==> src/rtl/fetch_pc_if.sv <==
// Handshake bundle between the F-stage PC unit and its neighbours (D stage, CP0, F/D register).
// The master drives the control and redirect inputs; the slave is the PC unit that returns the fetch state.
interface fetch_pc_if;
    logic        en;
    logic        int_exc_req;
    logic        D_npc_sel;
    logic [31:0] D_npc;
    logic        D_is_bj;
    logic        D_eret;
    logic [31:0] EPC;
    logic [31:0] F_PC;
    logic [4:0]  F_exc_code;
    logic        F_DB;
    logic        F_null_slot;
    logic [31:0] F_fetch_cnt;

    modport master (
        output en, int_exc_req, D_npc_sel, D_npc, D_is_bj, D_eret, EPC,
        input  F_PC, F_exc_code, F_DB, F_null_slot, F_fetch_cnt
    );

    modport slave (
        input  en, int_exc_req, D_npc_sel, D_npc, D_is_bj, D_eret, EPC,
        output F_PC, F_exc_code, F_DB, F_null_slot, F_fetch_cnt
    );
endinterface

==> src/rtl/fetch_pc_unit.sv <==
// F-stage program counter: next-PC selection, fetch address-error detection, and an
// eret-pending state so that an eret seen while the pipeline is stalled is not lost.
module fetch_pc_unit #(
    parameter logic [31:0] PC_RESET  = 32'h0000_3000,
    parameter logic [31:0] PC_KERNEL = 32'h0000_4180,
    parameter logic [31:0] IM_BASE   = 32'h0000_3000,
    parameter logic [31:0] IM_LIMIT  = 32'h0000_6FFC,
    parameter logic [4:0]  EXC_ADEL  = 5'd4
) (
    input  logic       clk,
    input  logic       reset,
    fetch_pc_if.slave  bus
);
    localparam logic [0:0] ERET_IDLE = 1'b0;
    localparam logic [0:0] ERET_PEND = 1'b1;

    logic [31:0] pc_q, pc_d;
    logic [31:0] cnt_q, cnt_d;
    logic [0:0]  eret_q, eret_d;

    // A fetch address is illegal if it is misaligned or outside the instruction memory window.
    function automatic logic fetch_addr_err(input logic [31:0] pc);
        fetch_addr_err = (pc[1:0] != 2'b00) || (pc < IM_BASE) || (pc > IM_LIMIT);
    endfunction

    // Next-PC and eret-state selection; the first matching source wins.
    always_comb begin
        pc_d   = pc_q;
        eret_d = eret_q;
        if (bus.int_exc_req) begin
            pc_d   = PC_KERNEL;
            eret_d = ERET_IDLE;
        end else if ((eret_q == ERET_PEND) && bus.en) begin
            pc_d   = bus.EPC;
            eret_d = ERET_IDLE;
        end else if (bus.D_eret && bus.en) begin
            pc_d   = bus.EPC;
            eret_d = ERET_IDLE;
        end else if (bus.D_eret) begin
            pc_d   = pc_q;
            eret_d = ERET_PEND;
        end else if (bus.en && bus.D_npc_sel) begin
            pc_d   = bus.D_npc;
        end else if (bus.en) begin
            pc_d   = pc_q + 32'd4;
        end else begin
            pc_d   = pc_q;
        end
    end

    // Fetch counter: an instruction leaves F on every enabled edge that is not preempted by an exception.
    always_comb begin
        cnt_d = cnt_q;
        if (bus.en && !bus.int_exc_req) begin
            cnt_d = cnt_q + 32'd1;
        end else begin
            cnt_d = cnt_q;
        end
    end

    // State registers with synchronous reset.
    always_ff @(posedge clk) begin
        if (reset) begin
            pc_q   <= PC_RESET;
            cnt_q  <= 32'd0;
            eret_q <= ERET_IDLE;
        end else begin
            pc_q   <= pc_d;
            cnt_q  <= cnt_d;
            eret_q <= eret_d;
        end
    end

    // The slot after an eret is wrong-path and must be squashed, unless an exception takes over.
    assign bus.F_PC        = pc_q;
    assign bus.F_fetch_cnt = cnt_q;
    assign bus.F_exc_code  = fetch_addr_err(pc_q) ? EXC_ADEL : 5'd0;
    assign bus.F_DB        = bus.D_is_bj & ~bus.D_eret;
    assign bus.F_null_slot = bus.en & (bus.D_eret | (eret_q == ERET_PEND)) & ~bus.int_exc_req;
endmodule

==> src/flat_wrapper.sv <==
// flat-port wrapper written by rule: the top's interface ports become plain ports
module fetch_pc_unit_flat 
#(
    parameter logic [31:0] PC_RESET  = 32'h0000_3000,
    parameter logic [31:0] PC_KERNEL = 32'h0000_4180,
    parameter logic [31:0] IM_BASE   = 32'h0000_3000,
    parameter logic [31:0] IM_LIMIT  = 32'h0000_6FFC,
    parameter logic [4:0]  EXC_ADEL  = 5'd4
)
  (clk, reset, bus_en, bus_int_exc_req, bus_D_npc_sel, bus_D_npc, bus_D_is_bj, bus_D_eret, bus_EPC, bus_F_PC, bus_F_exc_code, bus_F_DB, bus_F_null_slot, bus_F_fetch_cnt);
  fetch_pc_if bus_i ();
  input  logic clk;
  input  logic reset;
  input wire logic [$bits(bus_i.en)-1:0] bus_en;
  input wire logic [$bits(bus_i.int_exc_req)-1:0] bus_int_exc_req;
  input wire logic [$bits(bus_i.D_npc_sel)-1:0] bus_D_npc_sel;
  input wire logic [$bits(bus_i.D_npc)-1:0] bus_D_npc;
  input wire logic [$bits(bus_i.D_is_bj)-1:0] bus_D_is_bj;
  input wire logic [$bits(bus_i.D_eret)-1:0] bus_D_eret;
  input wire logic [$bits(bus_i.EPC)-1:0] bus_EPC;
  output wire logic [$bits(bus_i.F_PC)-1:0] bus_F_PC;
  output wire logic [$bits(bus_i.F_exc_code)-1:0] bus_F_exc_code;
  output wire logic [$bits(bus_i.F_DB)-1:0] bus_F_DB;
  output wire logic [$bits(bus_i.F_null_slot)-1:0] bus_F_null_slot;
  output wire logic [$bits(bus_i.F_fetch_cnt)-1:0] bus_F_fetch_cnt;
  assign bus_i.en = bus_en;
  assign bus_i.int_exc_req = bus_int_exc_req;
  assign bus_i.D_npc_sel = bus_D_npc_sel;
  assign bus_i.D_npc = bus_D_npc;
  assign bus_i.D_is_bj = bus_D_is_bj;
  assign bus_i.D_eret = bus_D_eret;
  assign bus_i.EPC = bus_EPC;
  assign bus_F_PC = bus_i.F_PC;
  assign bus_F_exc_code = bus_i.F_exc_code;
  assign bus_F_DB = bus_i.F_DB;
  assign bus_F_null_slot = bus_i.F_null_slot;
  assign bus_F_fetch_cnt = bus_i.F_fetch_cnt;
  fetch_pc_unit #(.PC_RESET(PC_RESET), .PC_KERNEL(PC_KERNEL), .IM_BASE(IM_BASE), .IM_LIMIT(IM_LIMIT), .EXC_ADEL(EXC_ADEL)) u_core (.clk(clk), .reset(reset), .bus(bus_i));
endmodule
==> config.mk <==
export PLATFORM = sky130hd
export DESIGN_NAME = fetch_pc_unit_flat
export DESIGN_NICKNAME = d
export VERILOG_FILES = /design/src/rtl/fetch_pc_if.sv /design/src/rtl/fetch_pc_unit.sv /design/src/flat_wrapper.sv
export SDC_FILE = /design/constraint.sdc
export NUM_CORES = 1
export LEC_CHECK = 0
export BUFFER_PORTS_ARGS = -buffer_cell sky130_fd_sc_hd__buf_4
export CAP_MARGIN = 10
export CORE_ASPECT_RATIO = 1.2
export CORE_MARGIN = 1.5
export CORE_UTILIZATION = 40
export CTS_BUF_LIST = sky130_fd_sc_hd__clkbuf_2 sky130_fd_sc_hd__clkbuf_4 sky130_fd_sc_hd__clkbuf_8
export DETAILED_ROUTE_END_ITERATION = 6
export GPL_ROUTABILITY_DRIVEN = 0
export HOLD_SLACK_MARGIN = 0.1
export PLACE_DENSITY = 0.66
export SETUP_SLACK_MARGIN = 0.05
export SYNTH_ARGS = -nofsm -noshare
export SYNTH_HDL_FRONTEND = slang
export SYNTH_SLANG_ARGS = --single-unit
==> constraint.sdc <==
create_clock -name clk -period 2.14 [get_ports clk]
set_clock_uncertainty 0.05 [all_clocks]
set_input_delay 0.107 -clock clk [delete_from_list [all_inputs] [get_ports clk]]
set_output_delay 0.107 -clock clk [all_outputs]
set_load 0.1 [all_outputs]
## Word level (Yosys, flattened, before mapping)

Index checks and enable logic that the tools add are counted.

- Register bits: 65
- Latch bits: 0
- Memory bits (writable): 0
- ROM bits: 0
- Input port bits: 71
- Output and inout bits: 71
- Memories kept: 0

- $add $sub $neg: 2
- Multiply operators: 0
- Divide/modulo/power cells: 0
- $lt $le $gt $ge: 2
- Equal/unequal tests: 2
- Shift operators: 0
- Multiplexer cells: 7
- Bitwise logic cells: 6
- Reduce and logical (&&, ||, !) cells: 14

Operator list:

| cell | count |
|---|---|
| $mux 32 | 5 |
| $add 32x1->32 const B | 1 |
| $add 32x3->32 const B | 1 |
| $gt 32x15->1 const B | 1 |
| $lt 32x14->1 const B | 1 |
| $mux 15 | 1 |
| $reduce_bool 5->1 | 1 |
| $logic_and 1x1->1 | 4 |
| $ne 4x2->1 const B | 1 |
| $reduce_and 2->1 | 2 |
| $reduce_bool 4->1 | 1 |
| $reduce_or 4->1 | 1 |
| $and 1x1->1 | 3 |
| $mux 3 | 1 |
| $ne 3x1->1 const B | 1 |
| $logic_or 1x1->1 | 2 |
| $not 1->1 | 2 |
| $reduce_bool 2->1 | 1 |
| $reduce_or 2->1 | 1 |
| $logic_not 1->1 | 1 |
| $or 1x1->1 | 1 |

## Longest topological paths before layout

Gate-level depths: netlist of run 1.

- Word-level depth: 7
- Gate-level depth with buffers: 8
- Mapped depth without buffers: 6

## Worst setup path after synthesis of run 1

No wires, ideal clock.

- Path kind: reg-to-reg
- Start: reg u_core.pc_q[9] (netlist: u_core.bus.F_PC[9])
- End: reg u_core.pc_q[17] (netlist: u_core.bus.F_PC[17])
- Setup time: 0.146 ns
- Arrival time: 2.585 ns
- Path slack: -0.640 ns
- Stages on the path, launching flop included: 6
- Path through: dfxtp_1 nand3_1 or4_4 o21a_1 o211ai_1 a41oi_1

- Word-level cells in the longest chain between the ends: 6

RTL lines:

| item | RTL line | RTL |
|---|---|---|
| from (decl) | fetch_pc_unit.sv:17 | `logic [31:0] pc_q, pc_d;` |
| from (signal assigned) | fetch_pc_unit.sv:68 | `pc_q <= pc_d;` |
| $add 32x3->32 | fetch_pc_unit.sv:45 | `pc_d = pc_q + 32'd4;` |
| $mux 32 | fetch_pc_unit.sv:44 | `end else if (bus.en) begin` |
| $mux 32 | fetch_pc_unit.sv:42 | `end else if (bus.en && bus.D_npc_sel) begin` |
| $mux 32 | fetch_pc_unit.sv:39 | `end else if (bus.D_eret) begin` |
| $mux 32 | fetch_pc_unit.sv:36 | `end else if (bus.D_eret && bus.en) begin` |
| $mux 32 | fetch_pc_unit.sv:33 | `end else if ((eret_q == ERET_PEND) && bus.en) begin` |

Every way passes these cells. The select of a mux whose other input is x is not followed.
A chain may end at the register's enable or synchronous reset.

## Worst setup path in the final report of run 1

- Start: reg u_core.pc_q[2] (netlist: u_core.bus.F_PC[2])
- End: reg u_core.pc_q[26] (netlist: u_core.bus.F_PC[26])

The elaborated chain is that of the path after synthesis.

==> impl_metrics.prom, run 1 <==
# TYPE chip_impl_metric gauge
chip_impl_metric{name="p_leak",unit="nW"} 2.36
chip_impl_metric{name="io_pins",unit=""} 142
chip_impl_metric{name="finalPower",unit="mW"} 3.21
chip_impl_metric{name="synthDistinctLibCells",unit=""} 59
chip_impl_metric{name="sequentialPowerShare",unit=""} 0.399
chip_impl_metric{name="crit_fanout",unit=""} 7
chip_impl_metric{name="dp_hpwl",unit="mm"} 9.72
chip_impl_metric{name="required_time_reported_for_the_critical_path_endpoint",unit="ps"} 2340
chip_impl_metric{name="ctsLongestPathBuffers",unit=""} 2
chip_impl_info{name="status",value="finished with violations"} 1
chip_impl_info{name="grt_setup_unrepaired",value="no"} 1
chip_impl_metric{name="cell_row_count",unit=""} 40
chip_impl_info{name="post_synth_main_area_contributors",value="sky130_fd_sc_hd__dfxtp_1, sky130_fd_sc_hd__nor2_1, sky130_fd_sc_hd__xnor2_1"} 1
chip_impl_metric{name="power.internal",unit="mW"} 2.15
chip_impl_metric{name="critical_path_arrival",unit="ps"} 2180
chip_impl_metric{name="global_route.overflow_total",unit=""} 0
chip_impl_metric{name="report.final.hold_viol_count",unit=""} 0
chip_impl_info{name="path_delay_family",value="simple AND/OR/NAND/NOR gates"} 1
chip_impl_metric{name="die_y",unit="µm"} 114
chip_impl_metric{name="insertedDiodeCount",unit=""} 0
chip_impl_metric{name="synth_async_sr_flop_share",unit=""} 0
chip_impl_metric{name="net-switching-power",unit="mW"} 1.06
chip_impl_metric{name="power_density",unit="mW/mm²"} 542
chip_impl_metric{name="clkSinkCount",unit=""} 65
chip_impl_metric{name="ant_nets",unit=""} 0
chip_impl_metric{name="synth_edf_count",unit=""} 0
chip_impl_info{name="critical-path-slowest-cell",value="sky130_fd_sc_hd__dfxtp_4"} 1
chip_impl_metric{name="route.detailed.wl_per_inst",unit="µm"} 16.5
chip_impl_metric{name="die_width",unit="µm"} 95.2
chip_impl_metric{name="final_layout_size_suffix_gt1_frac",unit=""} 0.368
chip_impl_metric{name="num-nets-final",unit=""} 767
chip_impl_metric{name="cp_slowest_stage_delay",unit="ps"} 380
chip_impl_metric{name="utilization",unit=""} 0.595
chip_impl_info{name="violations",value="design-rule violations"} 1
chip_impl_metric{name="layout_worst_path_cycle_share",unit=""} 0.925
chip_impl_metric{name="grt_max_degree",unit=""} 43
chip_impl_metric{name="final-setup-viol-count",unit=""} 0
chip_impl_metric{name="power_frac_comb",unit=""} 0.252
chip_impl_metric{name="non_filler_instance_count_after_layout",unit=""} 825
chip_impl_metric{name="power.clock.fraction",unit=""} 0.350
chip_impl_info{name="worst_hold_path_type",value="in2reg"} 1
chip_impl_metric{name="dieArea",unit="mm²"} 0.0108
chip_impl_metric{name="timing.final.crit_period",unit="ps"} 1980
chip_impl_metric{name="cts_buffers",unit=""} 9
chip_impl_info{name="worstPathCellList",value="ha_2 -> nand4_4 -> nor4_4 -> buf_4 -> nand3_1 -> o2111a_1 -> nor4b_1"} 1
chip_impl_metric{name="placeableCoreArea",unit="mm²"} 0.00996
chip_impl_metric{name="initial_core_util",unit=""} 0.410
chip_impl_metric{name="number_of_standard_cells_after_synthesis",unit=""} 538
chip_impl_metric{name="synth_warnings",unit=""} 0
chip_impl_info{name="end_kind",value="flip-flop"} 1
chip_impl_info{name="synth_top_cells_by_count",value="sky130_fd_sc_hd__nor2_1, sky130_fd_sc_hd__dfxtp_1, sky130_fd_sc_hd__nand2_1"} 1
chip_impl_info{name="synth_most_common_cell",value="sky130_fd_sc_hd__nor2_1"} 1
chip_impl_metric{name="cts-htree-levels",unit=""} 3
chip_impl_metric{name="ir_worst_vdd",unit="V"} 0.000287
chip_impl_metric{name="maxCapViolations",unit=""} 0
chip_impl_metric{name="cell_count_after_placement",unit=""} 781
chip_impl_metric{name="first_global_vias",unit=""} 4518
chip_impl_metric{name="timing_max_transition_violations_final",unit=""} 0
chip_impl_metric{name="routed_wl",unit="mm"} 13.6
chip_impl_metric{name="track_usage",unit=""} 0.257
chip_impl_metric{name="synth_top_area_frac",unit=""} 0.319
chip_impl_metric{name="syn_area_per_cell",unit="µm²"} 7.58
chip_impl_metric{name="crit_buf_inv",unit=""} 1
chip_impl_metric{name="post_dr_vias_cell",unit=""} 5.70
chip_impl_metric{name="clkTransAtPathRegs",unit="ps"} 70
chip_impl_metric{name="fmax",unit="MHz"} 505
chip_impl_info{name="yosys.area.top_type",value="sky130_fd_sc_hd__dfxtp_1"} 1
chip_impl_metric{name="grt_pass1_wl",unit="mm"} 21.9
chip_impl_info{name="ctsRootBufferMaster",value="sky130_fd_sc_hd__clkbuf_8"} 1
chip_impl_metric{name="drt_pre_antenna_iters",unit=""} 7
chip_impl_metric{name="dr_total_vias",unit=""} 4704
chip_impl_metric{name="worst_skew_pair.late_latency",unit="ps"} 340
chip_impl_metric{name="synth.yosys.seq_area_share",unit=""} 0.319
chip_impl_metric{name="power_switching_share",unit=""} 0.331
chip_impl_metric{name="synth_seq_cells",unit=""} 65
chip_impl_metric{name="timing.max_slew.rel_slack",unit=""} 0.580
chip_impl_info{name="critPathKind",value="reg2reg"} 1
chip_impl_metric{name="io_buffers",unit=""} 137
chip_impl_info{name="setup.worst_path.start_class",value="flip-flop"} 1
chip_impl_metric{name="drc",unit=""} 2
chip_impl_metric{name="grt_antenna_before_repair",unit=""} 0
chip_impl_metric{name="post_synth_instance_area",unit="mm²"} 0.00408
chip_impl_metric{name="worst_slew_pin_slew",unit="ps"} 630
chip_impl_metric{name="fillCellCount",unit=""} 894
chip_impl_info{name="cts_tree",value="built"} 1
chip_impl_info{name="yosys_most_used_dff",value="sky130_fd_sc_hd__dfxtp_1"} 1
chip_impl_metric{name="drt_iter0_markers",unit=""} 237
chip_impl_metric{name="area.growth.synth_to_final",unit="%"} 45.4
chip_impl_metric{name="setup-tns-final",unit="ps"} 0
## final cells by class
class                      count  area [µm²]  share of cell area
clock buffer                  14         180              0.0304
clock inverter                 2        35.0             0.00591
inverter                      11        41.3             0.00696
multi-input combinational    423        2610               0.440
sequential                    65        1460               0.246
tap                          126         158              0.0266
timing repair buffer         184        1450               0.244
## registers in the layout, summed over array words and instances (netlist names), named ones only
register                count
u_core.bus.F_PC            30
u_core.bus.F_fetch_cnt     32
u_core.eret_q               1
## tightest hold or removal path: stages
cell	delay, ps
sky130_fd_sc_hd__buf_4	80
sky130_fd_sc_hd__nand2_1	60
sky130_fd_sc_hd__o21ai_0	80
sky130_fd_sc_hd__a31o_2	150
## stage by stage
stage               hold slack [ps]  instance area, µm²  worst slack (ps)
finish                          106                5930               161
global route                    117                5930              58.8
CTS                             100                5890               134
detailed placement              324                5420               127
global placement                322                5420               212
floorplan                       201                4280             -2.54
## layer usage
layer  vias up  global-route usage  wire, µm
li1       2263                   -         -
met3        25              0.0407       938
met5         -                   0         0
met2       192               0.440      6810
met4         0               0.105       309
met1      2224               0.317      5560
## cell families (layout without fill, tap and decap cells)
logic type      Yosys count  in the layout  synth area share
fa+ha+maj                 2              2           0.00613
other cells               1              4          0.000919
compound gates          114            114             0.183
mux                       6              6            0.0147
flops                    65             65             0.319
xor+xnor                 41             41            0.0880
buf+inv                  53            211            0.0549
simple gates            256            256             0.334
## placed cells by master, fill, tap and decap left out, types with 3 or more instances in the layout
cell type,synthesis,final
sky130_fd_sc_hd__and3_1,5,5
sky130_fd_sc_hd__xor2_1,14,14
sky130_fd_sc_hd__or3_1,8,8
sky130_fd_sc_hd__nand3_2,3,4
sky130_fd_sc_hd__o31ai_1,4,4
sky130_fd_sc_hd__o211ai_1,11,11
sky130_fd_sc_hd__dfxtp_4,0,34
sky130_fd_sc_hd__a31oi_1,7,7
sky130_fd_sc_hd__o21ai_0,30,30
sky130_fd_sc_hd__nand2b_1,7,7
sky130_fd_sc_hd__nor2b_1,3,3
sky130_fd_sc_hd__nor2_1,67,66
sky130_fd_sc_hd__a211oi_1,5,5
sky130_fd_sc_hd__a31o_2,4,4
sky130_fd_sc_hd__dfxtp_2,0,25
sky130_fd_sc_hd__nand4_1,20,20
sky130_fd_sc_hd__nand2_1,48,48
sky130_fd_sc_hd__clkbuf_8,0,12
sky130_fd_sc_hd__or2_2,4,4
sky130_fd_sc_hd__mux2i_1,6,6
sky130_fd_sc_hd__o41ai_1,3,3
sky130_fd_sc_hd__and4_1,7,7
sky130_fd_sc_hd__xnor2_1,27,27
sky130_fd_sc_hd__dfxtp_1,65,6
sky130_fd_sc_hd__o31a_1,3,3
sky130_fd_sc_hd__nand3_1,25,24
sky130_fd_sc_hd__a311oi_1,4,4
sky130_fd_sc_hd__buf_4,4,158
sky130_fd_sc_hd__o21a_1,3,3
sky130_fd_sc_hd__inv_1,11,11
sky130_fd_sc_hd__a21oi_1,25,25
sky130_fd_sc_hd__a41oi_1,3,3
sky130_fd_sc_hd__nor4_1,21,19
sky130_fd_sc_hd__nor3_1,20,20
sky130_fd_sc_hd__conb_1,1,4
sky130_fd_sc_hd__and2_1,5,5
sky130_fd_sc_hd__dlygate4sd3_1,0,26
## path summary, 6_finish.rpt
check	start	to	slack, ps	cells after the start
worst max-delay path	u_core.bus.F_PC[2]	u_core.bus.F_PC[26]	160	7
worst min register to register	u_core.bus.F_fetch_cnt[1]	u_core.bus.F_fetch_cnt[1]	460	2
worst max register to register	u_core.bus.F_PC[2]	u_core.bus.F_PC[26]	160	7
worst min-delay path	bus_D_npc[14]	u_core.bus.F_PC[14]	110	4
## timing repair
action | CTS | global route
hold endpoints to repair | 23 | 0
hold buffers | 26 | 0
resized for setup | 0 | 4
setup buffers | 0 | 2
endpoints found under the setup margin | 0 | 4
## power by group through the flow
stage / Sequential [mW] / Combinational [mW] / Clock, mW
after detailed placement: 1.30 / 0.764 / 0
after global routing: 1.29 / 0.858 / 1.18
after CTS: 1.28 / 0.804 / 1.15
after floorplan: 1.52 / 0.305 / 0
after global placement: 1.30 / 0.758 / 0
final: 1.28 / 0.808 / 1.12
Note: power is estimated with default switching activity, not from simulation.
==> inputs of run 2 (changes only) <==
Clock period 2.14 ns to 2 ns, I/O delays scaled along.
==> run 2 against run 1 <==
Utilization is 2.6 points higher. Clock power rose by 33%. Final area increased by 4.3%. Wire length rose by 0.13%. First-iteration DRC count grew 2.1%. Combinational power increased by 10%. Power up 16%. Via count fell by 0.30%. Final cell count is 0.85% higher. Largest cell class unchanged. The run now ends clean. Critical path depth unchanged. Sequential share of layout area down 0.63 points. Register-to-register slack worse by 80 ps.
==> impl_metrics.prom, run 2 (synthesized netlist as in run 1, its figures left out) <==
# TYPE chip_impl_metric gauge
chip_impl_info{name="status",value="finished clean"} 1
chip_impl_metric{name="sequentialPowerShare",unit=""} 0.365
chip_impl_metric{name="timing.max_slew.rel_slack",unit=""} 0.644
chip_impl_metric{name="clkTransAtPathRegs",unit="ps"} 70
chip_impl_metric{name="worst_slew_pin_slew",unit="ps"} 534
chip_impl_info{name="grt_setup_unrepaired",value="yes"} 1
chip_impl_metric{name="ctsLongestPathBuffers",unit=""} 2
chip_impl_metric{name="route.detailed.wl_per_inst",unit="µm"} 16.4
chip_impl_metric{name="r2r_slack",unit="ps"} 80
chip_impl_metric{name="grt_max_degree",unit=""} 43
chip_impl_metric{name="dr_total_vias",unit=""} 4690
chip_impl_metric{name="timing.final.crit_period",unit="ps"} 1920
chip_impl_metric{name="sequential_cell_area",unit="mm²"} 0.00148
chip_impl_metric{name="fillCellCount",unit=""} 924
chip_impl_metric{name="worst_hold_slack",unit="ps"} 105
chip_impl_metric{name="ant_nets",unit=""} 0
chip_impl_metric{name="final-setup-viol-count",unit=""} 0
chip_impl_metric{name="crit_fanout",unit=""} 7
chip_impl_metric{name="utilization",unit=""} 0.621
chip_impl_metric{name="maxCapViolations",unit=""} 0
chip_impl_metric{name="required_time_reported_for_the_critical_path_endpoint",unit="ps"} 2210
chip_impl_info{name="final_common_cell",value="sky130_fd_sc_hd__buf_4"} 1
chip_impl_metric{name="die_width",unit="µm"} 95.2
chip_impl_metric{name="area.growth.synth_to_final",unit="%"} 51.6
chip_impl_info{name="cts_tree",value="built"} 1
chip_impl_info{name="setup.worst_path.start_class",value="flip-flop"} 1
chip_impl_metric{name="timing_max_transition_violations_final",unit=""} 0
chip_impl_metric{name="post_dr_vias_cell",unit=""} 5.64
chip_impl_metric{name="power_density",unit="mW/mm²"} 605
chip_impl_metric{name="drc",unit=""} 0
chip_impl_metric{name="io_buffers",unit=""} 137
chip_impl_metric{name="drt_iter0_markers",unit=""} 242
chip_impl_metric{name="grt_pass1_wl",unit="mm"} 22.0
chip_impl_info{name="routed.top_layer",value="met4"} 1
chip_impl_metric{name="dieArea",unit="mm²"} 0.0108
chip_impl_metric{name="setup-tns-final",unit="ps"} 0
chip_impl_metric{name="track_usage",unit=""} 0.256
chip_impl_metric{name="met3_length",unit="µm"} 966
chip_impl_metric{name="layout_worst_path_cycle_share",unit=""} 0.962
chip_impl_metric{name="net-switching-power",unit="mW"} 1.17
chip_impl_metric{name="routed_wl",unit="mm"} 13.6
chip_impl_info{name="worst_hold_path_type",value="in2reg"} 1
chip_impl_metric{name="post-route-cell-area",unit="mm²"} 0.00619
chip_impl_info{name="critPathKind",value="reg2reg"} 1
chip_impl_metric{name="power_switching_share",unit=""} 0.312
chip_impl_metric{name="met1Wirelength",unit="mm"} 5.51
chip_impl_metric{name="drt_pre_antenna_iters",unit=""} 4
chip_impl_metric{name="power.internal",unit="mW"} 2.57
chip_impl_info{name="ctsRootBufferMaster",value="sky130_fd_sc_hd__clkbuf_8"} 1
chip_impl_metric{name="critical_path_arrival",unit="ps"} 2130
chip_impl_metric{name="multi_input_area",unit="mm²"} 0.00270
chip_impl_metric{name="insertedDiodeCount",unit=""} 0
chip_impl_metric{name="placeableCoreArea",unit="mm²"} 0.00996
chip_impl_metric{name="grt_antenna_before_repair",unit=""} 0
chip_impl_info{name="end_kind",value="flip-flop"} 1
chip_impl_metric{name="cell_row_count",unit=""} 40
chip_impl_metric{name="fmax",unit="MHz"} 520
chip_impl_metric{name="die_y",unit="µm"} 114
chip_impl_metric{name="ir_worst_vdd",unit="V"} 0.000327
chip_impl_metric{name="largest_register_ffs",unit=""} 32
chip_impl_metric{name="cts_buffers",unit=""} 9
chip_impl_metric{name="num-nets-final",unit=""} 774
chip_impl_metric{name="cts-htree-levels",unit=""} 3
chip_impl_metric{name="first_global_vias",unit=""} 4531
chip_impl_metric{name="report.final.hold_viol_count",unit=""} 0
chip_impl_metric{name="io_pins",unit=""} 142
chip_impl_metric{name="dpl_cell_area",unit="mm²"} 0.00553
chip_impl_metric{name="power.clock.fraction",unit=""} 0.397
chip_impl_metric{name="worst_skew_pair.late_latency",unit="ps"} 350
chip_impl_metric{name="final_layout_size_suffix_gt1_frac",unit=""} 0.380
chip_impl_metric{name="p_leak",unit="nW"} 2.43
chip_impl_metric{name="power_frac_comb",unit=""} 0.238
chip_impl_metric{name="clkSinkCount",unit=""} 65
chip_impl_metric{name="global_route.overflow_total",unit=""} 0
chip_impl_metric{name="dp_hpwl",unit="mm"} 9.54
chip_impl_metric{name="initial_core_util",unit=""} 0.410
chip_impl_metric{name="wl_met2",unit="mm"} 6.83
chip_impl_info{name="commonest_cells_after_routing_fill_and_taps_aside",value="sky130_fd_sc_hd__buf_4, sky130_fd_sc_hd__nor2_1, sky130_fd_sc_hd__nand2_1"} 1
## run 2: cell count changes in the layout (fill, tap and decap cells not counted), sizes merged
cell         before  now
clkinv            1    2
bufinv            1    4
clkbuf           14   10
dlygate4sd3      26   32
buf             158  159
## run 2: critical path, stage by stage, from the launching register on
cell and delay [ps]:
sky130_fd_sc_hd__dfxtp_4 390, sky130_fd_sc_hd__ha_4 160, sky130_fd_sc_hd__nand4_4 160, sky130_fd_sc_hd__nor4_4 270, sky130_fd_sc_hd__buf_4 180, sky130_fd_sc_hd__nand3_1 100
sky130_fd_sc_hd__o2111a_1 280, sky130_fd_sc_hd__nor4b_2 230
## run 2: power by group through the flow
stage          logic, mW  registers (mW)  clock network [mW]
6_report           0.890            1.36                1.49
3_5_place_dp       0.820            1.39                   0
4_1_cts            0.877            1.36                1.51
2_1_floorplan      0.328            1.62                   0
5_1_grt            0.945            1.37                1.57
3_3_place_gp       0.815            1.38                   0
## run 2: worst paths after layout
kind                                                  from                          to  cells past startpoint
worst max-delay path                    u_core.bus.F_PC[2]         u_core.bus.F_PC[26]                      7
worst min-delay path                                 reset  u_core.bus.F_fetch_cnt[18]                      2
worst max register to register          u_core.bus.F_PC[2]         u_core.bus.F_PC[26]                      7
worst min register to register  u_core.bus.F_fetch_cnt[16]  u_core.bus.F_fetch_cnt[16]                      2
## run 2: layer usage
layer	GRT usage	vias up
met2	0.440	185
met4	0.110	0
met1	0.309	2209
li1	-	2272
met5	0	-
met3	0.0440	24
## run 2: stage by stage
| stage | worst slack (ps) | cells | total power [mW] |
|---|---|---|---|
| 5_1_grt | -9.55 | 832 | 3.89 |
| 2_1_floorplan | -136 | 541 | 1.94 |
| 4_1_cts | 79.6 | 832 | 3.75 |
| 3_3_place_gp | 140 | 783 | 2.20 |
| 6_report | 76.5 | 832 | 3.74 |
| 3_5_place_dp | 69.3 | 783 | 2.21 |
## run 2: what timing repair did
| item | CTS | global route |
|---|---|---|
| pin swaps | 3 | 2 |
| setup buffers | 1 | 0 |
| hold buffers | 32 | 0 |
| hold endpoints to repair | 30 | 0 |
| gates resized for setup | 4 | 7 |
| setup endpoints to repair | 2 | 6 |
## run 2: layout make-up
class,count,share of cell area
inverters,11,0.00667
multi-input cells,423,0.437
clock buffers,10,0.0212
well taps,126,0.0255
repair buffers,191,0.249
clock inverters,6,0.0210
flip-flops and latches,65,0.240
